[src/rtl/leaf_pkt_pkg.sv]
// Packet field layout, pack helper and FSM state type shared by the leaf output scheduler.
package leaf_pkt_pkg;

  localparam int PAYLOAD_BITS  = 32;
  localparam int NUM_LEAF_BITS = 5;
  localparam int NUM_PORT_BITS = 4;
  localparam int NUM_ADDR_BITS = 7;
  localparam int PACKET_BITS   = 1 + NUM_LEAF_BITS + NUM_PORT_BITS + NUM_ADDR_BITS + PAYLOAD_BITS;

  localparam int PAYLOAD_LSB = 0;
  localparam int ADDR_LSB    = PAYLOAD_LSB + PAYLOAD_BITS;
  localparam int PORT_LSB    = ADDR_LSB + NUM_ADDR_BITS;
  localparam int LEAF_LSB    = PORT_LSB + NUM_PORT_BITS;
  localparam int VLD_BIT     = LEAF_LSB + NUM_LEAF_BITS;

  typedef enum logic [1:0] {
    ST_IDLE  = 2'd0,
    ST_RUN   = 2'd1,
    ST_DRAIN = 2'd2
  } sched_state_t;

  function automatic logic [PACKET_BITS-1:0] pack_pkt(
    input logic [NUM_LEAF_BITS-1:0] leaf,
    input logic [NUM_PORT_BITS-1:0] port,
    input logic [NUM_ADDR_BITS-1:0] addr,
    input logic [PAYLOAD_BITS-1:0]  payload
  );
    logic [PACKET_BITS-1:0] pkt;
    pkt = '0;
    pkt[VLD_BIT] = 1'b1;
    pkt[LEAF_LSB +: NUM_LEAF_BITS]   = leaf;
    pkt[PORT_LSB +: NUM_PORT_BITS]   = port;
    pkt[ADDR_LSB +: NUM_ADDR_BITS]   = addr;
    pkt[PAYLOAD_LSB +: PAYLOAD_BITS] = payload;
    return pkt;
  endfunction

endpackage

[src/rtl/rr_arbiter.sv]
// Combinational round-robin arbiter: grants the first request at or after rr_ptr.
module rr_arbiter #(
  parameter int N  = 2,
  parameter int PW = 1
) (
  input  logic [N-1:0]  req,
  input  logic [PW-1:0] rr_ptr,
  output logic [N-1:0]  gnt,
  output logic [PW-1:0] gnt_idx
);

  logic          found;
  logic [PW-1:0] idx;

  always_comb begin
    gnt     = '0;
    gnt_idx = '0;
    found   = 1'b0;
    idx     = '0;
    for (int i = 0; i < N; i++) begin
      idx = PW'((int'(rr_ptr) + i) % N);
      if (!found && req[idx]) begin
        found    = 1'b1;
        gnt[idx] = 1'b1;
        gnt_idx  = idx;
      end
    end
  end

endmodule

[src/rtl/leaf_out_scheduler.sv]
// Leaf output scheduler: round-robin, credit-gated merge of user streams onto the BFT packet port.
// Optional per-stream sent / stall counters are built when LEAF_OUT_SCHED_STATS_EN is defined.
//
//   state    | meaning
//   ---------+-------------------------------------------------------------
//   ST_IDLE  | no stream enabled yet, or just flushed; no grants
//   ST_RUN   | arbitrating enabled streams, one packet per cycle
//   ST_DRAIN | flush seen; wait for output register to empty, then reload
module leaf_out_scheduler
  import leaf_pkt_pkg::*;
#(
  parameter int  NUM_OUT_PORTS = 2,
  parameter int  CREDIT_BITS   = 8,
  parameter int  INIT_CREDITS  = 64,
  localparam int PW            = (NUM_OUT_PORTS > 1) ? $clog2(NUM_OUT_PORTS) : 1
) (
  input  logic                                  clk_bft,
  input  logic                                  reset_n,
  input  logic [NUM_OUT_PORTS*PAYLOAD_BITS-1:0] din_user,
  input  logic [NUM_OUT_PORTS-1:0]              vld_user,
  output logic [NUM_OUT_PORTS-1:0]              ack_user,
  input  logic                                  cfg_we,
  input  logic [PW-1:0]                         cfg_port,
  input  logic [NUM_LEAF_BITS-1:0]              cfg_dst_leaf,
  input  logic [NUM_PORT_BITS-1:0]              cfg_dst_port,
  input  logic                                  cfg_flush,
  input  logic                                  cr_vld,
  input  logic [PW-1:0]                         cr_port,
  input  logic [CREDIT_BITS-1:0]                cr_amt,
  output logic [PACKET_BITS-1:0]                pkt_out,
  input  logic                                  pkt_rdy,
  output logic                                  busy
`ifdef LEAF_OUT_SCHED_STATS_EN
  ,
  output logic [NUM_OUT_PORTS*32-1:0]           stat_sent,
  output logic [31:0]                           stat_stall
`endif
);

  localparam int N = NUM_OUT_PORTS;
  localparam logic [CREDIT_BITS-1:0] CREDIT_FULL = CREDIT_BITS'(INIT_CREDITS);

  sched_state_t state, state_nxt;

  logic [N-1:0]             cfg_en, credit_nz, elig, gnt;
  logic [PW-1:0]            gnt_idx, rr_ptr;
  logic [NUM_LEAF_BITS-1:0] dst_leaf   [N];
  logic [NUM_PORT_BITS-1:0] dst_port   [N];
  logic [NUM_ADDR_BITS-1:0] addr       [N];
  logic [CREDIT_BITS-1:0]   credit     [N];
  logic [CREDIT_BITS:0]     credit_sum [N];
  logic [PAYLOAD_BITS-1:0]  payload    [N];
  logic [PACKET_BITS-1:0]   pkt_q;
  logic                     pkt_vld, load, clear_all;

  assign pkt_vld = pkt_q[VLD_BIT];
  assign pkt_out = pkt_q;

  always_comb begin
    for (int k = 0; k < N; k++) begin
      payload[k]   = din_user[k*PAYLOAD_BITS +: PAYLOAD_BITS];
      credit_nz[k] = (credit[k] != '0);
    end
  end

  assign elig = vld_user & cfg_en & credit_nz;

  rr_arbiter #(.N(N), .PW(PW)) u_arb (
    .req     (elig),
    .rr_ptr  (rr_ptr),
    .gnt     (gnt),
    .gnt_idx (gnt_idx)
  );

  // The flush cycle itself already blocks new grants.
  assign load     = (state == ST_RUN) && !cfg_flush && (|elig) && (!pkt_vld || pkt_rdy);
  assign ack_user = load ? gnt : '0;
  assign busy     = (state != ST_IDLE) || pkt_vld;

  always_comb begin
    state_nxt = state;
    clear_all = 1'b0;
    case (state)
      ST_IDLE: begin
        if (cfg_flush) clear_all = 1'b1;
        else if (|cfg_en) state_nxt = ST_RUN;
      end
      ST_RUN: begin
        if (cfg_flush) state_nxt = ST_DRAIN;
      end
      ST_DRAIN: begin
        if (!pkt_vld) begin
          clear_all = 1'b1;
          state_nxt = ST_IDLE;
        end
      end
      default: state_nxt = ST_IDLE;
    endcase
  end

  // Return and consume on one stream net out before the saturation clamp.
  always_comb begin
    for (int k = 0; k < N; k++) begin
      credit_sum[k] = {1'b0, credit[k]};
      if (cr_vld && (state != ST_DRAIN) && (cr_port == PW'(k)))
        credit_sum[k] = credit_sum[k] + {1'b0, cr_amt};
      if (ack_user[k])
        credit_sum[k] = credit_sum[k] - (CREDIT_BITS+1)'(1);
      if (credit_sum[k] > {1'b0, CREDIT_FULL})
        credit_sum[k] = {1'b0, CREDIT_FULL};
    end
  end

  always_ff @(posedge clk_bft or negedge reset_n) begin
    if (!reset_n) begin
      state  <= ST_IDLE;
      cfg_en <= '0;
      rr_ptr <= '0;
      pkt_q  <= '0;
      for (int k = 0; k < N; k++) begin
        dst_leaf[k] <= '0;
        dst_port[k] <= '0;
        addr[k]     <= '0;
        credit[k]   <= CREDIT_FULL;
      end
    end else begin
      state <= state_nxt;
      if (load)
        pkt_q <= pack_pkt(dst_leaf[gnt_idx], dst_port[gnt_idx], addr[gnt_idx], payload[gnt_idx]);
      else if (pkt_rdy)
        pkt_q <= '0;
      if (cfg_we) begin
        dst_leaf[cfg_port] <= cfg_dst_leaf;
        dst_port[cfg_port] <= cfg_dst_port;
      end
      if (clear_all) begin
        cfg_en <= '0;
        for (int k = 0; k < N; k++) begin
          addr[k]   <= '0;
          credit[k] <= CREDIT_FULL;
        end
        if (state == ST_DRAIN) rr_ptr <= '0;
      end else begin
        if (cfg_we) cfg_en[cfg_port] <= 1'b1;
        for (int k = 0; k < N; k++) credit[k] <= credit_sum[k][CREDIT_BITS-1:0];
        if (load) begin
          addr[gnt_idx] <= addr[gnt_idx] + NUM_ADDR_BITS'(1);
          rr_ptr        <= (gnt_idx == PW'(N-1)) ? '0 : gnt_idx + PW'(1);
        end
      end
    end
  end

`ifdef LEAF_OUT_SCHED_STATS_EN
  logic [31:0] sent_cnt [N];
  logic [31:0] stall_cnt;

  always_ff @(posedge clk_bft or negedge reset_n) begin
    if (!reset_n) begin
      stall_cnt <= '0;
      for (int k = 0; k < N; k++) sent_cnt[k] <= '0;
    end else if (clear_all) begin
      stall_cnt <= '0;
      for (int k = 0; k < N; k++) sent_cnt[k] <= '0;
    end else begin
      if (load) sent_cnt[gnt_idx] <= sent_cnt[gnt_idx] + 32'd1;
      if ((|elig) && !load) stall_cnt <= stall_cnt + 32'd1;
    end
  end

  always_comb begin
    for (int k = 0; k < N; k++) stat_sent[k*32 +: 32] = sent_cnt[k];
  end

  assign stat_stall = stall_cnt;
`endif

endmodule

[config.mk]
export PLATFORM = sky130hd
export DESIGN_NAME = leaf_out_scheduler
export DESIGN_NICKNAME = d
export VERILOG_FILES = /design/src/rtl/leaf_pkt_pkg.sv /design/src/rtl/rr_arbiter.sv /design/src/rtl/leaf_out_scheduler.sv
export SDC_FILE = /design/constraint.sdc
export NUM_CORES = 1
export LEC_CHECK = 0
export CORE_AREA = 2 2 117 108
export CTS_CLUSTER_DIAMETER = 30
export DETAILED_ROUTE_END_ITERATION = 8
export DIE_AREA = 0 0 119 110
export DONT_BUFFER_PORTS = 1
export GPL_TIMING_DRIVEN = 1
export PLACE_DENSITY = 0.67
export SLEW_MARGIN = 0
export SYNTH_ARGS = -nofsm -noshare
export SYNTH_HDL_FRONTEND = slang
export SYNTH_SLANG_ARGS = --single-unit
[constraint.sdc]
create_clock -name clk_bft -period 3 [get_ports clk_bft]
set_clock_uncertainty 0.2 [all_clocks]
set_input_delay 0.15 -clock clk_bft [delete_from_list [all_inputs] [get_ports clk_bft]]
set_output_delay 0.15 -clock clk_bft [all_outputs]
set_load 0.03 [all_outputs]
==> reports/results.ini <==
[synthesis]
yosys.area_share.xor_xnor=0.0346
synth_adder_area_share=0.0477
synthCells=579
synth.area.mux_share=0.0857
yosys_warnings=0
seq_area_frac_synth=0.438
synth_edf_count=0
synth_top_family_by_area=compound AO/OA/AOI/OAI gates
synthSimpleGateAreaFrac=0.164
async_flop_share=1.00
synth_area_leader_cell=dfrtp_1
synth_area_leaders=dfrtp_1 (43%), a222oi_1 (5.5%), mux2i_1 (4.1%)
dominantRegCellSynth=dfrtp_1
ys_seq_elements=102
synth_area_um2=5830
synth_top_area_frac=0.429
synth.distinct_cells=73
synth_compound_area_frac=0.182
syn_avg_cell_area_um2=10.1

[sta]
finalSetupViolCount=14
fin_crit_ps=3220
worstMarginPinSlew_ps=1020
fin_ws_ps=-220
hold_viol_final=0
tns_ps=-1650
fmaxAchievable_ghz=0.311
period_share=1.07
grt_setup_unrepaired=yes
relSlewSlack=0.316
slew_violations=0

[power_and_ir_drop]
p_leak_nw=3.62
power.density_nw_per_um2=526
peakVddDrop_mv=0.534
p_total_mw=4.17

[clock_tree]
cts_buffers=9
clk_pin_slew_ps=80
clock_path_buffers=2
clock_sinks=102
insertion_delay_ps=360
htreeDepth=3
cts_tree=yes
root_buffer=clkbuf_16

[final_layout]
nNetsFinal=825
syn2layout_area_growth_pct=35.9
final_cells=878
layout_common_cells=dfrtp_1 (100), dlygate4sd3_1 (78), buf_4 (65), inv_1 (39), nand2_1 (37)
design_area_um2=7920
antenna_cells=0
layout_commonest_cell=dfrtp_1
final_util=0.669
drive_gt1_frac=0.240

[critical_path]
worst_ep_arrival_time_ps=3310
end_kind=flip-flop
worst_path_max_delay_cell=fa_2
crit_fanout=7
crit_chain=ha_2 > inv_2 > fa_2 > nor2_2 > a21oi_2 > ha_2 > inv_2 > nor4_4 > nand4_1 > mux2i_2 > a31oi_4 > or3_1
worstSetupPathType=reg2reg
path_delay_family=adder cells
start_kind=flip-flop
cp_slowest_stage_delay_ps=560
critPathRequiredTime_ps=3090
critical_path_buf_inv_count=2

[floorplan]
core_area_um2=11800
fp-row-count=38
io_pins=143
start_util=0.492
die_h_um=110
dieArea_um2=13100
die_w_um=119

[placed_design]
dp_cells=765
portBuffers=0
placed_area_um2=6340
dp_hpwl_um=10900
gp_routability_congestion=0.869

[detailed_routing]
wl_per_cell_um=20.0
totalWireLength_um=17600
drc=0
avgViaCountPerCell=6.09
drtIter0Drc=466
drtAntennaViolNets=0
drt_first_pass_iters=6
vias=5350

[job]
maxCapViolCount=0

[run_status]
violations=negative setup slack
status=complete, but fails checks

[global_routing]
grt_util_all_layers=0.263
antenna_found_initial=0
grt_pass1_vias=5363
gr-total-overflow=0
grt_pass1_wl_um=27100
grt_max_degree=103

[hold_path]
min_path_type=in2reg

metal layers:
metal | wire length [um] | track usage
met1 | 7210 | 0.327
met4 | 403 | 0.0893
met2 | 8540 | 0.444
met5 | 0 | 0
met3 | 1430 | 0.0766
worst reg2reg max path, delay by kind of cell (launching register included):
kind | cells | cell delay [ps]
AO/OA/AOI/OAI | 2 | 340
multiplexers | 1 | 280
adder cells (fa/ha/maj) | 3 | 970
AND/OR/NAND/NOR | 4 | 900
flip-flops | 1 | 360
buffers and inverters | 2 | 90
worst paths after layout:
check / slack, ps / startpoint / cells after the start / endpoint
worst max-delay path: -220 / credit[0] / 12 / credit[6]
worst min-delay path: 9 / cfg_port / 3 / cfg_en[0]
worst max register to register: -220 / credit[0] / 12 / credit[6]
worst min register to register: 310 / dst_leaf[4] / 2 / pkt_out[47]
max in group asynchronous: 2000 / reset_n / 2 / credit[14]
min in group asynchronous: 210 / reset_n / 2 / credit[5]
state kept, by name, indices dropped and copies added (netlist names):
register  flops
dst_port      8
credit       16
addr         14
state         2
dst_leaf     10
pkt_out      49
cfg_en        2
rr_ptr        1
area by class of cell:
class | instances | area [um2]
fillers | 852 | 3920
clock buffers | 9 | 225
multi-input cells | 408 | 3350
flip-flops and latches | 102 | 2550
repair buffers | 148 | 1340
well taps | 160 | 200
clock inverters | 7 | 81.3
inverters | 44 | 169
repair_timing:
item                                    in CTS  in global routing
endpoints found under the setup margin      14                 43
resized for setup                           20                 42
hold buffers                                79                  0
hold endpoints to repair                   163                  0
pin swaps                                   14                 20
buffers inserted                             6                 12
kinds of logic (layout without fill, tap and decap cells):
group / after synthesis / in the layout
and+or+nand+nor: 172 / 172
AOI/OAI and AO/OA: 144 / 144
DFF: 102 / 102
buffers and inverters: 70 / 208
muxes: 46 / 46
xor gates and xnor gates: 23 / 23
adders and majority gates: 21 / 21
other: 1 / 2
stage by stage:
| step | hold slack, ps | setup slack [ps] |
|---|---|---|
| finish | 8.83 | -220 |
| global route | 68.5 | -356 |
| CTS | 9.30 | -61.9 |
| detailed placement | -340 | -183 |
| global placement | -341 | -60.7 |
| floorplan | -346 | 2.37 |
synth_stat cells, drive strengths merged, types with 6 or more instances:
| cell type | instances |
|---|---|
| ha | 19 |
| nand2 | 38 |
| nand2b | 12 |
| buf | 7 |
| xor2 | 8 |
| o21ai | 37 |
| nand3 | 16 |
| o31ai | 6 |
| nand3b | 17 |
| dfrtp | 100 |
| a222oi | 32 |
| inv | 43 |
| xnor2 | 15 |
| nor3 | 10 |
| mux2 | 21 |
| nor2 | 29 |
| nor4 | 17 |
| mux2i | 25 |
| clkbuf | 19 |
| a21oi | 22 |
where the power goes:
part / internal, mW / switching [mW] / total (mW)
Combinational: 0.575 / 0.691 / 1.27
Clock: 0.597 / 0.595 / 1.19
Sequential: 1.50 / 0.204 / 1.71
Total: 2.68 / 1.49 / 4.17
Note: power is estimated with default switching activity, not from simulation.
